## config.mk

```make
export PLATFORM = sky130hd
export DESIGN_NAME = trap_ctrl_flat
export DESIGN_NICKNAME = d
export VERILOG_FILES = /design/src/rtl/trap_ctrl_if.sv /design/src/rtl/trap_ctrl.sv /design/src/flat_wrapper.sv
export SDC_FILE = /design/constraint.sdc
export NUM_CORES = 1
export LEC_CHECK = 0
export CAP_MARGIN = 15
export CORE_ASPECT_RATIO = 0.9
export CORE_MARGIN = 2
export CORE_UTILIZATION = 58
export CTS_BUF_LIST = sky130_fd_sc_hd__clkbuf_16
export CTS_CLUSTER_SIZE = 28
export DETAILED_ROUTE_END_ITERATION = 12
export DONT_BUFFER_PORTS = 1
export PLACE_DENSITY = 0.76
export SLEW_MARGIN = 40
export SYNTH_ARGS = -nofsm -noshare
export SYNTH_HDL_FRONTEND = slang
export SYNTH_SLANG_ARGS = --single-unit
```

## constraint.sdc

```tcl
create_clock -name clk -period 3.5 [get_ports clk]
set_input_delay 1.05 -clock clk [delete_from_list [all_inputs] [get_ports clk]]
set_output_delay 1.05 -clock clk [all_outputs]
set_load 0.01 [all_outputs]
```

## src/rtl/trap_ctrl_if.sv

```systemverilog
// Trap sequencer outbound bus: the CSR write port and the IFU redirect.
//   csr_we/csr_waddr/csr_wdata : one CSR write per cycle
//   jump_req/jump_pc           : single-cycle redirect pulse and its target
// master = trap_ctrl (driver), slave = CSR file / IFU (receiver).
interface trap_ctrl_if #(parameter int XLEN = 32);
  logic            csr_we;
  logic [11:0]     csr_waddr;
  logic [XLEN-1:0] csr_wdata;
  logic            jump_req;
  logic [XLEN-1:0] jump_pc;

  modport master (output csr_we, csr_waddr, csr_wdata, jump_req, jump_pc);
  modport slave  (input  csr_we, csr_waddr, csr_wdata, jump_req, jump_pc);
endinterface

```

## src/rtl/trap_ctrl.sv

```systemverilog
// Machine-mode trap sequencer.
// Arbitrates masked interrupt lines and ecall/ebreak/illegal/mret from decode,
// then writes mepc, mcause, mtval, mstatus one CSR per cycle and redirects the IFU.
// Ports:
//   clk, rst_n           clock, async active-low reset
//   irq_i                level interrupt requests (bit0 MSI, bit1 MTI, bit2 MEI, locals above)
//   exc_*_i, mret_i      decoded exception / return events
//   inst_i, pc_i         instruction word and PC in decode
//   csr_*_i              current mtvec/mepc/mstatus/mie
//   ex_busy_i            multi-cycle mul/div in flight
//   ex_cancel_o          abort mul/div (mirror of flushreq_o[1])
//   mip_o                registered pending bits at their mip positions
//   stallreq_o           pipeline stall while a sequence runs
//   flushreq_o           [0] sync, [1] async with cancel, [2] async without cancel
//   bus                  CSR write port and redirect (trap_ctrl_if.master)
module trap_ctrl #(
  parameter int XLEN        = 32,
  parameter int NUM_IRQ     = 3,
  parameter bit VECTORED_EN = 1'b1
) (
  input  logic               clk,
  input  logic               rst_n,
  input  logic [NUM_IRQ-1:0] irq_i,
  input  logic               exc_ecall_i,
  input  logic               exc_ebreak_i,
  input  logic               exc_illegal_i,
  input  logic               mret_i,
  input  logic [XLEN-1:0]    inst_i,
  input  logic [XLEN-1:0]    pc_i,
  input  logic [XLEN-1:0]    csr_mtvec_i,
  input  logic [XLEN-1:0]    csr_mepc_i,
  input  logic [XLEN-1:0]    csr_mstatus_i,
  input  logic [XLEN-1:0]    csr_mie_i,
  input  logic               ex_busy_i,
  output logic               ex_cancel_o,
  output logic [XLEN-1:0]    mip_o,
  output logic               stallreq_o,
  output logic [2:0]         flushreq_o,
  trap_ctrl_if.master        bus
);
  localparam logic [11:0] A_MSTATUS = 12'h300;
  localparam logic [11:0] A_MEPC    = 12'h341;
  localparam logic [11:0] A_MCAUSE  = 12'h342;
  localparam logic [11:0] A_MTVAL   = 12'h343;

  typedef enum logic [2:0] {IDLE, MEPC, MCAUSE, MTVAL, MSTATUS, MRET_MS, JUMP} state_t;

  // Line index -> exception code: MSI 3, MTI 7, MEI 11, local k -> 16+k-3.
  function automatic logic [4:0] irq_code(input logic [4:0] k);
    case (k)
      5'd0:    return 5'd3;
      5'd1:    return 5'd7;
      5'd2:    return 5'd11;
      default: return k + 5'd13;
    endcase
  endfunction

  state_t          state, nxt;
  logic [XLEN-1:0] epc_q, tval_q;
  logic [4:0]      code_q;
  logic            int_q, mret_q;

  logic [NUM_IRQ-1:0] irq_en;
  logic               int_hit;
  logic [4:0]         int_idx;
  logic [XLEN-1:0]    mip_d;

  logic            load, acc_int, acc_mret;
  logic [4:0]      acc_code;
  logic [XLEN-1:0] acc_epc, acc_tval;
  logic [2:0]      flush_d;
  logic            we_d, jump_d;
  logic [11:0]     waddr_d;
  logic [XLEN-1:0] wdata_d, jpc_d, base, ms_trap, ms_mret;

  logic            we_q, jump_q;
  logic [11:0]     waddr_q;
  logic [XLEN-1:0] wdata_q, jpc_q;

  // Only the mie bits at interrupt code positions take part in enabling.
  logic unused_mie;
  assign unused_mie = ^csr_mie_i;

  always_comb begin
    irq_en = '0;
    mip_d  = '0;
    for (int k = 0; k < NUM_IRQ; k++) begin
      irq_en[k]                = irq_i[k] & csr_mie_i[irq_code(5'(k))] & csr_mstatus_i[3];
      mip_d[irq_code(5'(k))]   = irq_i[k];
    end
  end

  // Later assignments win: locals ascending (lowest last), then MTI, MSI, MEI.
  always_comb begin
    int_hit = |irq_en;
    int_idx = '0;
    for (int k = NUM_IRQ-1; k >= 3; k--)
      if (irq_en[k]) int_idx = 5'(k);
    if (irq_en[1]) int_idx = 5'd1;
    if (irq_en[0]) int_idx = 5'd0;
    if (irq_en[2]) int_idx = 5'd2;
  end

  always_comb begin
    base    = {csr_mtvec_i[XLEN-1:2], 2'b00};
    ms_trap = csr_mstatus_i;
    ms_trap[12:11] = 2'b11;
    ms_trap[7]     = csr_mstatus_i[3];
    ms_trap[3]     = 1'b0;
    ms_mret = csr_mstatus_i;
    ms_mret[12:11] = 2'b11;
    ms_mret[7]     = 1'b1;
    ms_mret[3]     = csr_mstatus_i[7];
  end

  always_comb begin
    nxt      = state;
    load     = 1'b0;
    acc_int  = 1'b0;
    acc_mret = 1'b0;
    acc_code = '0;
    acc_tval = '0;
    acc_epc  = pc_i + XLEN'(4);
    flush_d  = '0;
    we_d     = 1'b0;
    waddr_d  = '0;
    wdata_d  = '0;
    jump_d   = 1'b0;
    jpc_d    = '0;
    case (state)
      IDLE: begin
        if (int_hit) begin
          // Interrupts may preempt a busy mul/div; its instruction is replayed.
          load     = 1'b1;
          acc_int  = 1'b1;
          acc_code = irq_code(int_idx);
          acc_epc  = ex_busy_i ? pc_i - XLEN'(4) : pc_i;
          flush_d  = ex_busy_i ? 3'b010 : 3'b100;
          nxt      = MEPC;
        end else if (!ex_busy_i) begin
          if (exc_ebreak_i) begin
            load = 1'b1; acc_code = 5'd3; acc_tval = pc_i;
          end else if (exc_illegal_i) begin
            load = 1'b1; acc_code = 5'd2; acc_tval = inst_i;
          end else if (exc_ecall_i) begin
            load = 1'b1; acc_code = 5'd11;
          end else if (mret_i) begin
            load = 1'b1; acc_mret = 1'b1;
          end
          if (load) begin
            flush_d = 3'b001;
            nxt     = acc_mret ? MRET_MS : MEPC;
          end
        end
      end
      MEPC:    begin we_d = 1'b1; waddr_d = A_MEPC;  wdata_d = epc_q;  nxt = MCAUSE;  end
      MCAUSE:  begin
        we_d = 1'b1; waddr_d = A_MCAUSE;
        wdata_d[XLEN-1] = int_q;
        wdata_d[4:0]    = code_q;
        nxt = MTVAL;
      end
      MTVAL:   begin we_d = 1'b1; waddr_d = A_MTVAL;   wdata_d = tval_q;  nxt = MSTATUS; end
      MSTATUS: begin we_d = 1'b1; waddr_d = A_MSTATUS; wdata_d = ms_trap; nxt = JUMP;    end
      MRET_MS: begin we_d = 1'b1; waddr_d = A_MSTATUS; wdata_d = ms_mret; nxt = JUMP;    end
      JUMP: begin
        jump_d = 1'b1;
        if (mret_q) jpc_d = csr_mepc_i;
        else jpc_d = base + ((VECTORED_EN && csr_mtvec_i[1:0] == 2'b01 && int_q)
                             ? XLEN'({code_q, 2'b00}) : '0);
        nxt = IDLE;
      end
      default: nxt = IDLE;
    endcase
  end

  assign stallreq_o = (state != IDLE) | (nxt != IDLE);

  always_ff @(posedge clk or negedge rst_n) begin
    if (!rst_n) begin
      state      <= IDLE;
      epc_q      <= '0;
      tval_q     <= '0;
      code_q     <= '0;
      int_q      <= 1'b0;
      mret_q     <= 1'b0;
      flushreq_o <= '0;
      mip_o      <= '0;
      we_q       <= 1'b0;
      waddr_q    <= '0;
      wdata_q    <= '0;
      jump_q     <= 1'b0;
      jpc_q      <= '0;
    end else begin
      state      <= nxt;
      flushreq_o <= flush_d;
      mip_o      <= mip_d;
      we_q       <= we_d;
      waddr_q    <= waddr_d;
      wdata_q    <= wdata_d;
      jump_q     <= jump_d;
      jpc_q      <= jpc_d;
      if (load) begin
        epc_q  <= acc_epc;
        tval_q <= acc_tval;
        code_q <= acc_code;
        int_q  <= acc_int;
        mret_q <= acc_mret;
      end
    end
  end

  assign ex_cancel_o   = flushreq_o[1];
  assign bus.csr_we    = we_q;
  assign bus.csr_waddr = waddr_q;
  assign bus.csr_wdata = wdata_q;
  assign bus.jump_req  = jump_q;
  assign bus.jump_pc   = jpc_q;
endmodule

```

## src/flat_wrapper.sv

```systemverilog
// flat-port wrapper written by rule: the top's interface ports become plain ports
module trap_ctrl_flat 
#(
  parameter int XLEN        = 32,
  parameter int NUM_IRQ     = 3,
  parameter bit VECTORED_EN = 1'b1
)
  (clk, rst_n, irq_i, exc_ecall_i, exc_ebreak_i, exc_illegal_i, mret_i, inst_i, pc_i, csr_mtvec_i, csr_mepc_i, csr_mstatus_i, csr_mie_i, ex_busy_i, ex_cancel_o, mip_o, stallreq_o, flushreq_o, bus_csr_we, bus_csr_waddr, bus_csr_wdata, bus_jump_req, bus_jump_pc);
  trap_ctrl_if #(.XLEN(XLEN)) bus_i ();
  input  logic clk;
  input  logic rst_n;
  input  logic [NUM_IRQ-1:0] irq_i;
  input  logic exc_ecall_i;
  input  logic exc_ebreak_i;
  input  logic exc_illegal_i;
  input  logic mret_i;
  input  logic [XLEN-1:0] inst_i;
  input  logic [XLEN-1:0] pc_i;
  input  logic [XLEN-1:0] csr_mtvec_i;
  input  logic [XLEN-1:0] csr_mepc_i;
  input  logic [XLEN-1:0] csr_mstatus_i;
  input  logic [XLEN-1:0] csr_mie_i;
  input  logic ex_busy_i;
  output logic ex_cancel_o;
  output logic [XLEN-1:0] mip_o;
  output logic stallreq_o;
  output logic [2:0] flushreq_o;
  output wire logic [$bits(bus_i.csr_we)-1:0] bus_csr_we;
  output wire logic [$bits(bus_i.csr_waddr)-1:0] bus_csr_waddr;
  output wire logic [$bits(bus_i.csr_wdata)-1:0] bus_csr_wdata;
  output wire logic [$bits(bus_i.jump_req)-1:0] bus_jump_req;
  output wire logic [$bits(bus_i.jump_pc)-1:0] bus_jump_pc;
  assign bus_csr_we = bus_i.csr_we;
  assign bus_csr_waddr = bus_i.csr_waddr;
  assign bus_csr_wdata = bus_i.csr_wdata;
  assign bus_jump_req = bus_i.jump_req;
  assign bus_jump_pc = bus_i.jump_pc;
  trap_ctrl #(.XLEN(XLEN), .NUM_IRQ(NUM_IRQ), .VECTORED_EN(VECTORED_EN)) u_core (.clk(clk), .rst_n(rst_n), .irq_i(irq_i), .exc_ecall_i(exc_ecall_i), .exc_ebreak_i(exc_ebreak_i), .exc_illegal_i(exc_illegal_i), .mret_i(mret_i), .inst_i(inst_i), .pc_i(pc_i), .csr_mtvec_i(csr_mtvec_i), .csr_mepc_i(csr_mepc_i), .csr_mstatus_i(csr_mstatus_i), .csr_mie_i(csr_mie_i), .ex_busy_i(ex_busy_i), .ex_cancel_o(ex_cancel_o), .mip_o(mip_o), .stallreq_o(stallreq_o), .flushreq_o(flushreq_o), .bus(bus_i));
endmodule
```

-- Word level (Yosys, flattened, before mapping)
Index checks and enable logic that the tools add are counted.
- $add $sub $neg: 4
- multiply operators: 0
- divide/modulo/power cells: 0
- magnitude comparators: 0
- equal/unequal tests: 9
- shift operators: 0
- mux-type cells: 58
- bitwise operators: 7
- reductions and logical operators: 8
- operators with widths (cell ; count):
    two-way mux 32 bit ; 10
    case mux 26 bit (4 select lines) ; 1
    case mux 10 bit (4 select lines) ; 1
    two-way mux 5 bit ; 7
    adder 32 x 3 -> 32 bit, second input constant ; 1
    adder 32 bit ; 1
    subtractor 32 x 3 -> 32 bit, second input constant ; 1
    two-way mux 1 bit ; 25
    case mux 5 bit (5 select lines) ; 1
    two-way mux 3 bit ; 8
    case mux 3 bit (5 select lines) ; 1
    case mux 5 bit (3 select lines) ; 1
    equality test 3 bit, second input constant ; 3
    two-way mux 7 bit ; 1
    bitwise AND 1 bit ; 6
    equality test 3 x 2 -> 1 bit, second input constant ; 2
    nonzero test 3 bit ; 2
    adder 5 x 4 -> 5 bit, second input constant ; 1
    equality test 5 x 1 -> 1 bit, second input constant ; 1
    equality test 5 x 2 -> 1 bit, second input constant ; 1
    logical NOT 5 bit ; 1
    OR reduction 5 bit ; 1
    two-way mux 4 bit ; 1
    case mux 1 bit (4 select lines) ; 1
    other kinds (7) ; 7
- register bits after elaboration: 156
- bits in latches: 0
- memory bits (writable): 0
- bits in read-only memories: 0
- output and inout bits: 115
- logic and storage cells: 99
- memories kept: 0

-- Depth between registers and ports, before layout
Gate-level depths: netlist of the first run.
- depth after elaboration: 14
- gate-level depth with buffers: 10
- depth with buffers taken out: 10

-- Worst setup path after synthesis of the first run
Ideal clock, no wire load.
- path kind: input-to-output
- from: in irq_i[0]
- to: out stallreq_o
- arrival time: 2.455 ns
- required time: 2.450 ns
- path slack: -0.005 ns
- stages: 5
- path buffers: 1
- cell sequence: a222oi_1 -> nand2b_1 -> buf_2 -> o21ai_1 -> or2_2
- word-level cells in the longest chain between the ends: 7
- RTL lines (item ; line ; source):
    from (decl) ; flat_wrapper.sv:12 ; input logic [NUM_IRQ-1:0] irq_i;
    bitwise AND 1 bit (2 in a row) ; trap_ctrl.sv:88 ; irq_en[k] = irq_i[k] & csr_mie_i[irq_code(5'(k))] & csr_mstatus_i[3];
    OR reduction 3 bit ; trap_ctrl.sv:95 ; int_hit = |irq_en;
    two-way mux 3 bit ; trap_ctrl.sv:132 ; if (int_hit) begin
    case mux 3 bit (5 select lines) ; trap_ctrl.sv:130 ; case (state)
    nonzero test 3 bit ; trap_ctrl.sv:177 ; assign stallreq_o = (state != IDLE) | (nxt != IDLE);
    bitwise OR 1 bit ; trap_ctrl.sv:177 ;
    to (decl) ; flat_wrapper.sv:26 ; output logic stallreq_o;
No other way between the ends.

-- Worst setup path in the final report of the first run
- from: in csr_mie_i[3]
- to: out stallreq_o
- word-level cells in the longest chain between the ends: 7
- RTL lines (item ; line ; source):
    from (decl) ; flat_wrapper.sv:22 ; input logic [XLEN-1:0] csr_mie_i;
    bitwise AND 1 bit (2 in a row) ; trap_ctrl.sv:88 ;
    OR reduction 3 bit ; trap_ctrl.sv:95 ;
    two-way mux 3 bit ; trap_ctrl.sv:132 ;
    case mux 3 bit (5 select lines) ; trap_ctrl.sv:130 ;
    nonzero test 3 bit ; trap_ctrl.sv:177 ;
    bitwise OR 1 bit ; trap_ctrl.sv:177 ;
No other way between the ends.

==> flow_summary.toml, run 1 <==
[status]
status = "finished clean"

[logic_synthesis]
ys_ff_latch = 150
avgSynthCellArea_um2 = 9.07
async_flop_share = 1.00
synth_edf_count = 0
syn_area_um2 = 8130
yosysWarnings = 0
ys.flop_type = "dfrtp_1"
syn-instance-count = 896
ys_seq_area_frac = 0.462
yosysUniqueCellTypes = 63

[setup_path]
reg2reg_slack_ns = 0.91
crit_required_ns = 2.45
crit_fanout = 3
end_kind = "output port"
start_kind = "primary input"
cp_top_family = "compound AO/OA/AOI/OAI gates"
ff2ff_path_depth = 10
path_buf_inv = 0
worstSetupPathType = "in -> out"
timing.rr.end = "u_core.bus.jump_pc[22]$_DFF_PN0_"
crit_arrival_ns = 2.23
slowest_stage = "a222oi_1"
cp_cell_sequence = "a222oi_1, nand2b_1, o21ai_1, or2_2"
crit_end = "stallreq_o"
crit_cells = 4
critical_path.max_stage_delay_ns = 0.47
r2r-start = "u_core.int_q$_DFFE_PN0P_"
crit_path_start = "csr_mie_i[3]"

[cts]
htreeDepth = 4
cts_hold_buf = 0
cts_tree = "yes"
path_clk_slew_ns = 0.07
cts_buffer_depth = 2
cts_resized = 0
clkSinkCount = 150
post_cts_buffers = 0
root_buffer = "clkbuf_16"
cts_made_buffers = 17
clk_latency_ns = 0.43

[timing]
tightest_slew_ns = 0.639
setup-tns-final_ns = 0
hold_viol_final = 0
post-route-period-util = 0.937
slew_violations = 0
rsz0062_at_grt = "no"
max_freq_mhz = 305
relSlewSlack = 0.568
clock_skew_ns = 0.0101
period_minus_slack_ns = 3.28
finalSetupViolCount = 0
layout_setup_ws_ns = 0.221

[die]
rows = 41
die_w_um = 129
fp.dieArea_um2 = 15000
ios = 317
core_um2 = 13900
die_h_um = 116
initial_utilization = 0.587

[global_routing]
overflow = 0
grt_max_degree = 151
grt_pass1_vias = 6198
antenna_found_initial = 0
track_usage = 0.284
grt_pass1_wl_um = 32700

[run]
drv_cap = 0

[finish]
diodes = 0
fillCellCount = 1146
drive_above_1_share = 0.0900
syn_to_final_growth_pct = 7.04
nets = 1075
multi_input_area_um2 = 3880
fin_cells = 1050
seq_area_um2 = 3750

[power]
power_density_nw_per_um2 = 734
peakVddDrop_mv = 0.466
p_seq_frac = 0.450
p_int_w = 0.00411
combPwrFrac = 0.249
p_leak_nw = 3.76
clockPowerShare = 0.300
p_sw_w = 0.00227
switching_share = 0.356

[routing]
vias_per_cell = 6.18
drt-pass1-iter-count = 5
drtIter0Drc = 514
drcViolationCount = 0
vias = 6491
antenna_left = 0
routed_wl_um = 21300
wire_per_inst_um = 20.3

[place]
dp.cells = 1018
dpl.hpwl_um = 14700
io_buffers = 0
gp_congestion = 0.878
place_ws_ns = 0.253

[hold_path]
worstHoldPathType = "in -> async"
sequential cells by signal (all words and copies together) (netlist names):
name / flops
u_core.int_q: 1
u_core.code_q: 5
u_core.epc_q: 32
u_core.bus.csr_we: 1
u_core.bus.csr_waddr: 4
u_core.tval_q: 32
u_core.mip_o: 3
u_core.bus.jump_req: 1
u_core.bus.jump_pc: 32
u_core.state: 3
u_core.bus.csr_wdata: 32
u_core.flushreq_o: 3
u_core.mret_q: 1
worst min path at each step:
stage | from | to | slack, ns | cells past startpoint
final | rst_n | u_core.bus.csr_wdata[0]$_DFF_PN0_ | 0.31 | 0
after CTS | rst_n | u_core.bus.csr_wdata[0]$_DFF_PN0_ | 0.30 | 0
after global routing | rst_n | u_core.bus.csr_wdata[0]$_DFF_PN0_ | 0.30 | 0
after global placement | u_core.tval_q[10]$_DFFE_PN0P_ | u_core.bus.csr_wdata[10]$_DFF_PN0_ | 0.46 | 2
after detailed placement | u_core.tval_q[18]$_DFFE_PN0P_ | u_core.bus.csr_wdata[18]$_DFF_PN0_ | 0.46 | 2
after floorplan | u_core.tval_q[2]$_DFFE_PN0P_ | u_core.tval_q[2]$_DFFE_PN0P_ | 0.44 | 2
power groups by stage:
stage	Combinational, W	Clock [W]	Sequential [W]
after floorplan	0.00128	0	0.00278
after global placement	0.00154	0	0.00288
after detailed placement	0.00159	0	0.00290
after CTS	0.00160	0.00195	0.00287
after global routing	0.00182	0.00203	0.00295
final	0.00159	0.00192	0.00287
layout make-up:
class | instances | area share
clock buffers | 17 | 0.0489
clock inverters | 15 | 0.0221
inverters | 14 | 0.00604
multi-input cells | 662 | 0.446
flip-flops and latches | 150 | 0.432
well taps | 172 | 0.0247
repair buffers | 20 | 0.0201
cells by family (layout without fill, tap and decap cells):
family,Yosys count,in the layout,share of synthesized area
buf+inv,119,66,0.0777
simple gates,294,294,0.178
compound gates,255,255,0.191
mux,16,16,0.0203
other cells,1,36,0.000461
flops,150,150,0.462
fa+ha+maj,8,8,0.0132
xor+xnor,53,53,0.0571
stage by stage:
stage	instance area (um^2)	total power [W]	utilization	hold WS (ns)
floorplan	8260	0.00406	-	0.444
global placement	8080	0.00442	0.583	0.459
detailed placement	8080	0.00449	0.583	0.462
CTS	8700	0.00642	0.628	0.299
global route	8700	0.00680	0.628	0.295
finish	8700	0.00638	0.628	0.315
synthesized netlist by cell type, types with 6 or more instances:
cell,count,share of area
a22oi_1,65,0.060
nor3_1,17,0.010
a21oi_1,35,0.022
ha_1,7,0.011
buf_2,11,0.0068
or3_1,6,0.0046
o21ai_0,113,0.070
and2_1,7,0.0054
inv_1,14,0.0065
o21ai_1,8,0.0049
buf_4,41,0.038
dfrtp_1,150,0.46
and3_1,14,0.011
clkbuf_1,48,0.022
nand2_1,132,0.061
xor2_1,20,0.022
nand3_1,18,0.011
xnor2_1,33,0.036
and4_1,8,0.0086
nand4_1,18,0.014
mux2i_1,12,0.015
nor2_1,38,0.018
cell usage in the layout (no fill, tap or decap), types with 6 or more instances in the layout:
| cell | synthesis | routed |
|---|---|---|
| nor2_1 | 38 | 37 |
| and2_1 | 7 | 7 |
| or3_1 | 6 | 6 |
| clkbuf_16 | 0 | 17 |
| nand3_1 | 18 | 18 |
| nor3_1 | 17 | 17 |
| nand4_1 | 18 | 18 |
| and4_1 | 8 | 8 |
| ha_1 | 7 | 7 |
| o21ai_1 | 8 | 8 |
| o21ai_0 | 113 | 113 |
| nand2_1 | 132 | 132 |
| inv_1 | 14 | 13 |
| buf_4 | 41 | 18 |
| a21oi_1 | 35 | 35 |
| and3_1 | 14 | 14 |
| mux2i_1 | 12 | 12 |
| dfrtp_1 | 150 | 149 |
| conb_1 | 1 | 36 |
| xor2_1 | 20 | 20 |
| a22oi_1 | 65 | 65 |
| xnor2_1 | 33 | 33 |
metal layers:
| layer | routed length [um] | global-route usage | vias up |
|---|---|---|---|
| li1 | - | - | 3026 |
| met1 | 9070 | 0.371 | 3123 |
| met2 | 10200 | 0.462 | 311 |
| met3 | 1740 | 0.0779 | 31 |
| met4 | 352 | 0.0935 | 0 |
| met5 | 0 | 0 | - |
(Power assumes the default switching activity.)
==> run 2: changes to the inputs <==
--- a/config.mk
+++ b/config.mk
@@ -6,14 +6,13 @@
 export NUM_CORES = 1
 export LEC_CHECK = 0
 export CAP_MARGIN = 15
-export CORE_ASPECT_RATIO = 0.9
-export CORE_MARGIN = 2
-export CORE_UTILIZATION = 58
+export CORE_AREA = 2 2 122 124
 export CTS_BUF_LIST = sky130_fd_sc_hd__clkbuf_16
 export CTS_CLUSTER_SIZE = 28
 export DETAILED_ROUTE_END_ITERATION = 12
+export DIE_AREA = 0 0 124 126
 export DONT_BUFFER_PORTS = 1
-export PLACE_DENSITY = 0.76
+export PLACE_DENSITY = 0.72
 export SLEW_MARGIN = 40
 export SYNTH_ARGS = -nofsm -noshare
 export SYNTH_HDL_FRONTEND = slang
==> constraint.sdc (replaced) <==
create_clock -name clk -period 3.8 [get_ports clk]
set_input_delay 1.14 -clock clk [delete_from_list [all_inputs] [get_ports clk]]
set_output_delay 1.14 -clock clk [all_outputs]
set_load 0.01 [all_outputs]
==> flow_summary.toml, run 2 (same netlist as run 1, synthesis figures left out) <==
[status]
status = "finished clean"

[global_routing]
grt_pass1_wl_um = 33900
grt_pass1_vias = 6543
grt_max_degree = 151
antenna_found_initial = 1
track_usage = 0.282
overflow = 0

[power]
peakVddDrop_mv = 0.337
switching_share = 0.365
clockPowerShare = 0.283
total_power_w = 0.00572
p_int_w = 0.00363
p_sw_w = 0.00209
p_leak_nw = 3.70
power_density_nw_per_um2 = 664
combPwrFrac = 0.254
p_seq_frac = 0.463

[cts]
post_cts_buffers = 0
cts_hold_buf = 0
clk_latency_ns = 0.43
path_clk_slew_ns = 0.06
cts_tree = "yes"
htreeDepth = 4
cts_made_buffers = 17
root_buffer = "clkbuf_16"
cts_buffer_depth = 2
clkSinkCount = 150
cts_resized = 0

[die]
ios = 317
rows = 44
core_um2 = 14300
fp.dieArea_um2 = 15600
die_w_um = 124
die_h_um = 126
initial_utilization = 0.568

[setup_path]
timing.rr.end = "u_core.bus.jump_pc[27]$_DFF_PN0_"
cp_cell_sequence = "a222oi_1, nand2b_1, o21ai_1, or2_2"
reg2reg_slack_ns = 1.03
worstSetupPathType = "in -> out"
crit_arrival_ns = 2.39
end_kind = "output port"
crit_fanout = 3
ff2ff_path_depth = 9
start_kind = "primary input"
critical_path.max_stage_delay_ns = 0.54
slowest_stage = "a222oi_1"
crit_required_ns = 2.66
r2r-start = "u_core.int_q$_DFFE_PN0P_"

[place]
gp_congestion = 0.886
io_buffers = 0
dpl.hpwl_um = 15400
dp.cells = 1024

[timing]
clock_skew_ns = 0.00919
max_freq_mhz = 283
finalSetupViolCount = 0
hold_viol_final = 0
tightest_slew_ns = 0.664
slew_violations = 0
post-route-period-util = 0.930
period_minus_slack_ns = 3.53
relSlewSlack = 0.555
setup-tns-final_ns = 0
rsz0062_at_grt = "no"

[finish]
multi_input_area_um2 = 3890
final_cell_mix = "dfrtp_1 (149), nand2_1 (132), o21ai_0 (113)"
drive_above_1_share = 0.0872
fin_cells = 1057
seq_area_um2 = 3750
fillCellCount = 1228
layout_commonest_cell = "dfrtp_1"
syn_to_final_growth_pct = 6.00
nets = 1069

[routing]
drt-pass1-iter-count = 5
antenna_left = 0
vias = 6641
routed_wl_um = 22200
wire_per_inst_um = 21.0
drtIter0Drc = 564
drcViolationCount = 0
vias_per_cell = 6.28

[run]
drv_cap = 0

[hold_path]
worstHoldPathType = "in -> async"
run 2: cell types whose count changed in the layout (fill, tap and decap cells not counted):
cell | before | now
inv_6 | 5 | 6
clkinv_2 | 1 | 3
and2_2 | 0 | 1
and2_1 | 7 | 6
nor3_1 | 17 | 16
clkinvlp_4 | 1 | 3
buf_4 | 18 | 13
buf_12 | 2 | 1
diode_2 | 0 | 1
bufinv_16 | 3 | 1
nor2_2 | 1 | 2
nor3_2 | 2 | 3
clkinv_4 | 4 | 1
nor2_1 | 37 | 36
run 2: final cells by class:
class                      instances  share of cell area
clock inverter                    15              0.0163
tap                              184              0.0267
clock buffer                      17              0.0494
antenna                            1            0.000290
timing repair buffer              14              0.0137
multi-input combinational        662               0.452
sequential                       150               0.436
inverter                          14             0.00610
run 2: critical path: cells and delay by family:
family / cells / cell delay [ns]
and+or+nand+nor: 2 / 0.57
AOI/OAI and AO/OA: 2 / 0.69
run 2: per-layer routing:
metal	vias to the layer above	GRT usage	routed length, um
met5	-	0	0
met4	0	0.126	716
met3	59	0.0888	2390
li1	3017	-	-
met1	3178	0.342	8440
met2	387	0.460	10600
run 2: worst max path at each step:
stage,end,startpoint,slack (ns)
2_1_floorplan,stallreq_o,irq_i[0],0.11
3_3_place_gp,u_core.code_q[0]$_DFFE_PN0P_,irq_i[0],0.36
3_5_place_dp,u_core.code_q[0]$_DFFE_PN0P_,irq_i[0],0.24
4_1_cts,stallreq_o,irq_i[0],0.33
5_1_grt,stallreq_o,irq_i[0],0.25
6_report,stallreq_o,irq_i[0],0.27
run 2: through the flow:
| step | setup WS [ns] | util | hold WS, ns | area [um^2] |
|---|---|---|---|---|
| detailed placement | 0.238 | 0.562 | 0.463 | 8040 |
| CTS | 0.335 | 0.601 | 0.393 | 8610 |
| global route | 0.252 | 0.602 | 0.393 | 8610 |
| finish | 0.265 | 0.602 | 0.404 | 8620 |
| global placement | 0.357 | 0.562 | 0.457 | 8040 |
| floorplan | 0.115 | - | 0.444 | 8260 |
run 2: power by group through the flow:
| stage | Combinational (W) | Clock [W] | Sequential, W |
|---|---|---|---|
| after floorplan | 0.00118 | 0 | 0.00256 |
| after global placement | 0.00139 | 0 | 0.00266 |
| after detailed placement | 0.00144 | 0 | 0.00267 |
| after CTS | 0.00145 | 0.00164 | 0.00265 |
| after global routing | 0.00164 | 0.00170 | 0.00272 |
| final | 0.00145 | 0.00162 | 0.00265 |
